==> config.mk <==
export PLATFORM = sky130hd
export DESIGN_NAME = addsub_arbiter
export DESIGN_NICKNAME = d
export VERILOG_FILES = /design/src/rtl/addsub_arbiter.sv
export SDC_FILE = /design/constraint.sdc
export NUM_CORES = 1
export LEC_CHECK = 0
export CAP_MARGIN = 0
export CORE_MARGIN = 2
export CORE_UTILIZATION = 35
export CTS_BUF_LIST = sky130_fd_sc_hd__clkbuf_16
export DETAILED_ROUTE_END_ITERATION = 6
export HOLD_SLACK_MARGIN = 0.05
export PLACE_DENSITY = 0.7
export SLEW_MARGIN = 0
export SYNTH_ARGS = -nofsm -noshare
export SYNTH_HDL_FRONTEND = slang
export SYNTH_SLANG_ARGS = --single-unit
==> constraint.sdc <==
create_clock -name clk -period 13.08 [get_ports clk]
set_input_delay 3.924 -clock clk [delete_from_list [all_inputs] [get_ports clk]]
set_output_delay 3.924 -clock clk [all_outputs]
set_load 0.005 [all_outputs]
==> src/rtl/addsub_arbiter.sv <==
// addsub_arbiter: round-robin share of one add/sub unit between two requesters with a single output register
module addsub_arbiter #(
  parameter int WIDTH = 20
) (
  input  logic             clk,
  input  logic             rst,
  input  logic             req0_valid,
  output logic             req0_ready,
  input  logic             req0_op,
  input  logic [WIDTH-1:0] req0_a,
  input  logic [WIDTH-1:0] req0_b,
  input  logic             req1_valid,
  output logic             req1_ready,
  input  logic             req1_op,
  input  logic [WIDTH-1:0] req1_a,
  input  logic [WIDTH-1:0] req1_b,
  output logic             rsp_valid,
  input  logic             rsp_ready,
  output logic             rsp_id,
  output logic [WIDTH-1:0] rsp_out,
  output logic             rsp_cout
);
  typedef enum logic {EMPTY, FULL} state_t;
  state_t state, state_d;
  logic last, grant, can_accept, accept, op;
  logic [WIDTH-1:0] a, b;
  logic [WIDTH:0] sum;
  assign can_accept = state == EMPTY || rsp_ready;
  assign grant = req1_valid && (!req0_valid || !last);
  assign req0_ready = !rst && !grant && req0_valid && can_accept;
  assign req1_ready = !rst && grant && req1_valid && can_accept;
  assign accept = req0_ready || req1_ready;
  assign op = grant ? req1_op : req0_op;
  assign a = grant ? req1_a : req0_a;
  assign b = grant ? req1_b : req0_b;
  // subtract as a + ~b + 1 so cout doubles as the not-borrow flag
  assign sum = {1'b0, a} + {1'b0, op ? ~b : b} + {{WIDTH{1'b0}}, op};
  assign rsp_valid = state == FULL;
  always_comb begin
    state_d = state;
    if (accept) state_d = FULL;
    else if (rsp_ready) state_d = EMPTY;
  end
  always_ff @(posedge clk) begin
    if (rst) begin
      state <= EMPTY;
      last <= 1'b1;
      rsp_id <= 1'b0;
      rsp_out <= '0;
      rsp_cout <= 1'b0;
    end else begin
      state <= state_d;
      if (accept) begin
        last <= grant;
        rsp_id <= grant;
        rsp_out <= sum[WIDTH-1:0];
        rsp_cout <= sum[WIDTH];
      end
    end
  end
endmodule

==> results by group, run 1 <==
Run status
  – Status: completed

STA
  – Setup tns final: 0 ns
  – Worst Clk Skew: 0.00285 ns
  – Worst-margin pin slew: 0.972 ns
  – Slew HR: 0.352
  – Max Slew Vio Count: 0
  – Setup violators final: 0
  – Part of the cycle the worst path needs: 0.768
  – Max Fclk: 99.5 MHz
  – Fin crit period: 10.05 ns
  – Fin. Hold Viols: 0
  – Unrepaired setup endpoints after global routing: no
  – Final Hold Slack: 0.449 ns

Critical path
  – WP buf/inv: 3
  – Most used cell, CP: clkdlybuf4s50_1
  – Crit. End Element: output pin
  – WP data arrival: 6.12 ns
  – CP max-delay cell: clkdlybuf4s50_1
  – Critical path startpoint category: input port
  – Crit-path max cell delay: 0.89 ns
  – Critical Path Fanout Max: 17
  – CP required: 9.16 ns
  – Crit path max-delay family: buffers and inverters
  – CP cell instances: clkdlybuf4s50_1 > clkinv_1 > and2_1 > nand2_1 > nor2_1 > clkdlybuf4s50_1
  – Critical path class: input port to output pin

Power and ir drop
  – Peak supply drop: 0.0633 mV
  – Pleak: 1.49 nW
  – Power Dens Cells: 111 nW/um^2

Yosys
  – Synth cell count leaders: nand2_1 (35), xor2_1 (25), a21oi_1 (24), dfxtp_1 (24), mux2i_1 (22)
  – Syn_nets: 404
  – Number of synthesized flops with an enable pin: 0
  – Main synth FF type: dfxtp_1
  – Sequential share of the synthesized area: 0.197
  – Synthesized area per cell: 8.22 sq um
  – Distinct cells, synth: 50
  – Synthesized cell area: 2440 sq um
  – Synth area leaders: dfxtp_1 (20%), ha_1 (9.7%), mux2i_1 (9.0%), xor2_1 (9.0%), mux2_2 (8.8%)
  – Yosys top cell area share: 0.197
  – Mapped Cells: 297
  – Async SR Flop Fraction: 0
  – #FFs+latches synth: 24
  – Yosys Warn Count: 0
  – Largest area contributor in the netlist: dfxtp_1
  – Most common cell in the netlist: nand2_1

Placed design
  – HPWL reported at the end of detailed placement: 5.37 mm
  – Gpl congestion: 0.897
  – Port bufs: 111

Global routing
  – Largest net degree at the start of global routing: 28
  – Total track usage: 0.167
  – Gr ovfl total: 0
  – First-pass GRT wire length: 10.5 mm
  – Vias in the first global route: 2,361
  – Antenna violations before repair: 0

Flow run
  – Max Cap Viol: 0

Final layout
  – Antenna cells: 0
  – Layout Area Growth over Synthesis: 52.8%
  – Nets: 508
  – Fillers: 653
  – Layout cells sized above 1: 0.0900

Floorplanning
  – Die area: 7660 sq um
  – FP Rows: 30
  – I/O pins: 112
  – Core footprint: 6760 sq um
  – Initial core utilization: 0.361
  – Chip height: 87.5 microns
  – Die width: 87.5 microns

Detailed routing
  – WL per Instance: 13.5 microns
  – Post-route ant nets: 0
  – WL final: 6.49 mm
  – Initial DRC count: 82
  – Remaining DRCs: 0
  – DR pass1 iterations: 4
  – Vias: 2,456
  – DR vias/cell: 5.12

Clocking
  – Clock Latency Late Sink: 0.26 ns
  – CTS hold repair buffers: 0
  – H-tree depth: 1
  – TritonCTS Buffers: 3
  – Post_cts resized: 0
  – Maximum root-to-sink buffer count: 2
  – Root buffer cell: clkbuf_16
  – Num Clock Sinks: 24
  – CTS tree: yes
  – Reg clk slew, reported paths: 0.06 ns
  – Postcts setup bufs: 0

Hold path
  – Hold/Removal Path Class: flip-flop to flip-flop
sequential cells by signal, indices dropped and copies added, names as in the netlist:
| signal | count |
|---|---|
| rsp_out | 20 |
| last | 1 |
| rsp_cout | 1 |
| rsp_id | 1 |
| rsp_valid | 1 |
cell usage in the layout, fill, tap and decap left out, types with 2 or more instances in the layout:
cell,n
xnor2_1,13
xor2_1,25
nand3_1,10
nand2_1,35
o21a_1,2
a221oi_1,2
and2_1,2
a41oi_1,2
o21ai_1,2
o21ai_0,16
clkdlybuf4s50_1,111
a21oi_1,24
mux2_2,19
ha_1,19
a31oi_1,2
a211o_1,2
nand2b_1,2
a21o_1,3
mux2i_1,21
buf_4,2
and3_1,4
o211ai_1,2
a211oi_1,4
inv_1,6
nor2_1,17
clkbuf_16,3
dfxtp_1,24
report_power, final:
| part | switching [W] | internal, W | total (W) |
|---|---|---|---|
| clock | 0.0000256 | 0.0000608 | 0.0000864 |
| sequential | 0.00000747 | 0.0000875 | 0.0000949 |
| combinational | 0.000111 | 0.000121 | 0.000232 |
| total | 0.000144 | 0.000269 | 0.000413 |
worst paths after layout:
path,from,cells past startpoint,slack [ns],endpoint
setup / recovery,rst,6,3.03,req0_ready
hold / removal,rsp_out[6]$_SDFFE_PP0P_,2,0.45,rsp_out[6]$_SDFFE_PP0P_
setup reg to reg,last$_SDFFE_PP1P_,12,9.23,rsp_cout$_SDFFE_PP0P_
hold reg to reg,rsp_out[6]$_SDFFE_PP0P_,2,0.45,rsp_out[6]$_SDFFE_PP0P_
logic make-up after synthesis:
kind of cell,Yosys count,share of synthesized area
XOR/XNOR,38,0.136
multiplexers,42,0.184
flip-flops,24,0.197
AO/OA/AOI/OAI,76,0.203
AND/OR/NAND/NOR,76,0.138
buffers and inverters,21,0.0359
adder cells (fa/ha/maj),20,0.106
worst min-delay path, delay by kind of cell, from the launching register on:
family,cells,cell delay [ns]
and+or+nand+nor,1,0.05
AOI/OAI and AO/OA,1,0.05
DFF,1,0.31
final cells by class:
cell class                 instances  area, sq um  share of cell area
sequential                        24          480               0.129
clock buffer                       3         75.1              0.0201
clock inverter                     1         30.0             0.00805
multi-input combinational        252         1890               0.507
inverter                           7         26.3             0.00704
tap                               80          100              0.0268
timing repair buffer             113         1130               0.302
routing by layer:
metal	wire [microns]	global-route usage	vias to the layer above
met2	2810	0.266	71
met5	0	0	-
met4	78	0.0503	0
met3	294	0.0113	4
li1	-	-	1276
met1	3300	0.241	1105
stage by stage:
stage | setup WS (ns) | std cells | instance area, sq um | util | total power, W
global route | 2.82 | 480 | 3730 | 0.552 | 0.000442
floorplan | 4.40 | 297 | 2440 | - | 0.000238
global placement | 3.09 | 476 | 3630 | 0.537 | 0.000326
detailed placement | 3.05 | 476 | 3630 | 0.537 | 0.000328
finish | 3.03 | 480 | 3730 | 0.552 | 0.000413
CTS | 3.03 | 480 | 3730 | 0.552 | 0.000415
(Power assumes the default switching activity.)
==> run 2: changes to the inputs <==
--- a/config.mk
+++ b/config.mk
@@ -11,7 +11,7 @@
 export CTS_BUF_LIST = sky130_fd_sc_hd__clkbuf_16
 export DETAILED_ROUTE_END_ITERATION = 6
 export HOLD_SLACK_MARGIN = 0.05
-export PLACE_DENSITY = 0.7
+export PLACE_DENSITY = 0.72
 export SLEW_MARGIN = 0
 export SYNTH_ARGS = -nofsm -noshare
 export SYNTH_HDL_FRONTEND = slang
==> constraint.sdc (replaced) <==
create_clock -name clk -period 8.9 [get_ports clk]
set_input_delay 2.67 -clock clk [delete_from_list [all_inputs] [get_ports clk]]
set_output_delay 2.67 -clock clk [all_outputs]
set_load 0.005 [all_outputs]
==> run 2 against run 1 <==
Clock skew is 0.0013 ns higher. Clock power rose by 9.7%. Hold slack improved by 0.0048 ns. Via count hardly changed. Largest cell class unchanged.
==> results by group, run 2 (synthesized netlist as in run 1, its figures left out) <==
Clocking
  – Root buffer cell: clkbuf_16
  – CTS hold repair buffers: 0
  – Maximum root-to-sink buffer count: 2
  – TritonCTS Buffers: 3
  – H-tree depth: 1
  – Reg clk slew, reported paths: 0.06 ns
  – CTS tree: yes
  – Postcts setup bufs: 0
  – Post_cts resized: 0
  – Num Clock Sinks: 24
  – Clock Latency Late Sink: 0.25 ns

Power and ir drop
  – P_int: 0.000366 W
  – Seq pwr share: 0.243
  – Gate power share: 0.592
  – Power, Total: 0.000576 W
  – Clk pwr share: 0.165
  – Switching share of power: 0.365
  – Peak supply drop: 0.0663 mV
  – Power Dens Cells: 156 nW/um^2
  – Switching power: 0.000210 W
  – Pleak: 1.48 nW

STA
  – Worst-margin pin slew: 1.15 ns
  – Setup violators final: 0
  – Max Fclk: 133 MHz
  – Max Slew Vio Count: 0
  – Slew HR: 0.216
  – Unrepaired setup endpoints after global routing: no
  – Setup tns final: 0 ns
  – Worst Slack Setup Final: 1.37 ns
  – Fin. Hold Viols: 0
  – Part of the cycle the worst path needs: 0.846
  – Fin crit period: 7.53 ns
  – Worst Clk Skew: 0.00419 ns

Global routing
  – Largest net degree at the start of global routing: 29
  – Gr ovfl total: 0
  – Vias in the first global route: 2,288
  – Antenna violations before repair: 0
  – Total track usage: 0.168
  – First-pass GRT wire length: 10.6 mm

Detailed routing
  – Post-route ant nets: 0
  – Vias: 2,455
  – WL final: 6.57 mm
  – Remaining DRCs: 0
  – DR pass1 iterations: 4
  – Initial DRC count: 60
  – DR vias/cell: 5.11
  – WL per Instance: 13.7 microns

Placed design
  – Post-DP Area: 3630 sq um
  – Port bufs: 111
  – DP Worst Slack: 1.39 ns
  – HPWL reported at the end of detailed placement: 5.48 mm
  – Gpl congestion: 0.917

Final layout
  – Max FFs per register: 20
  – Layout Area Growth over Synthesis: 51.7%
  – Nets: 508
  – Layout cells sized above 1: 0.0875
  – Antenna cells: 0
  – Post-route design area: 3700 sq um
  – Top reg by flops: rsp_out
  – Most common cell after layout, fill and taps aside: clkdlybuf4s50_1
  – Final Util: 0.548
  – Most frequent cells in the layout: clkdlybuf4s50_1 (111), nand2_1 (35), xor2_1 (25)

Critical path
  – CP required: 6.23 ns
  – Critical path startpoint category: input port
  – Crit. End Element: output pin
  – WP data arrival: 4.86 ns
  – Critical Path Fanout Max: 17
  – Critical path class: input port to output pin

Flow run
  – Max Cap Viol: 0

Run status
  – Status: completed

Floorplanning
  – FP Rows: 30
  – Chip height: 87.5 microns
  – I/O pins: 112
  – Core footprint: 6760 sq um
  – Die width: 87.5 microns
  – Die area: 7660 sq um
  – Initial core utilization: 0.361

Hold path
  – Hold/Removal Path Class: flip-flop to flip-flop
-- run 2: cell count changes in the layout (fill, tap and decap cells not counted) --
| cell | change |
|---|---|
| bufinv_16 | -1 |
| clkinv_1 | +1 |
-- run 2: stage by stage --
stage / instances / hold slack, ns
floorplan: 297 / 0.448
global placement: 476 / 0.441
detailed placement: 476 / 0.447
CTS: 480 / 0.456
global route: 480 / 0.474
finish: 480 / 0.454
-- run 2: routing by layer --
layer / routed length [microns] / vias up / global-route usage
met2: 3010 / 80 / 0.269
met1: 3190 / 1103 / 0.246
met3: 327 / 2 / 0.0123
met4: 44 / 0 / 0.0420
li1: - / 1270 / -
met5: 0 / - / 0
-- run 2: final timing paths --
path | start | endpoint | cells past startpoint | slack, ns
setup reg to reg | last$_SDFFE_PP1P_ | rsp_cout$_SDFFE_PP0P_ | 11 | 4.70
setup / recovery | rst | req0_ready | 6 | 1.37
hold reg to reg | rsp_out[16]$_SDFFE_PP0P_ | rsp_out[16]$_SDFFE_PP0P_ | 2 | 0.45
hold / removal | rsp_out[16]$_SDFFE_PP0P_ | rsp_out[16]$_SDFFE_PP0P_ | 2 | 0.45
-- run 2: final cells by class --
class | count | area, sq um
clock inverters | 1 | 3.75
repair buffers | 113 | 1130
inverters | 7 | 26.3
multi-input cells | 252 | 1890
clock buffers | 3 | 75.1
fillers | 649 | 3050
well taps | 80 | 100
flip-flops and latches | 24 | 480
-- run 2: power groups by stage --
stage	sequential, W	combinational (W)	clock, W
after floorplan	0.000142	0.000208	0
after detailed placement	0.000143	0.000339	0
final	0.000140	0.000341	0.0000948
after CTS	0.000141	0.000341	0.0000959
after global placement	0.000142	0.000335	0
after global routing	0.000143	0.000374	0.000102
-- run 2: critical path, cell delays in order --
cell and delay [ns]:
clkdlybuf4s50_1 0.89, clkinv_1 0.43, and2_1 0.29, nand2_1 0.07, nor2_1 0.04, clkdlybuf4s50_1 0.46
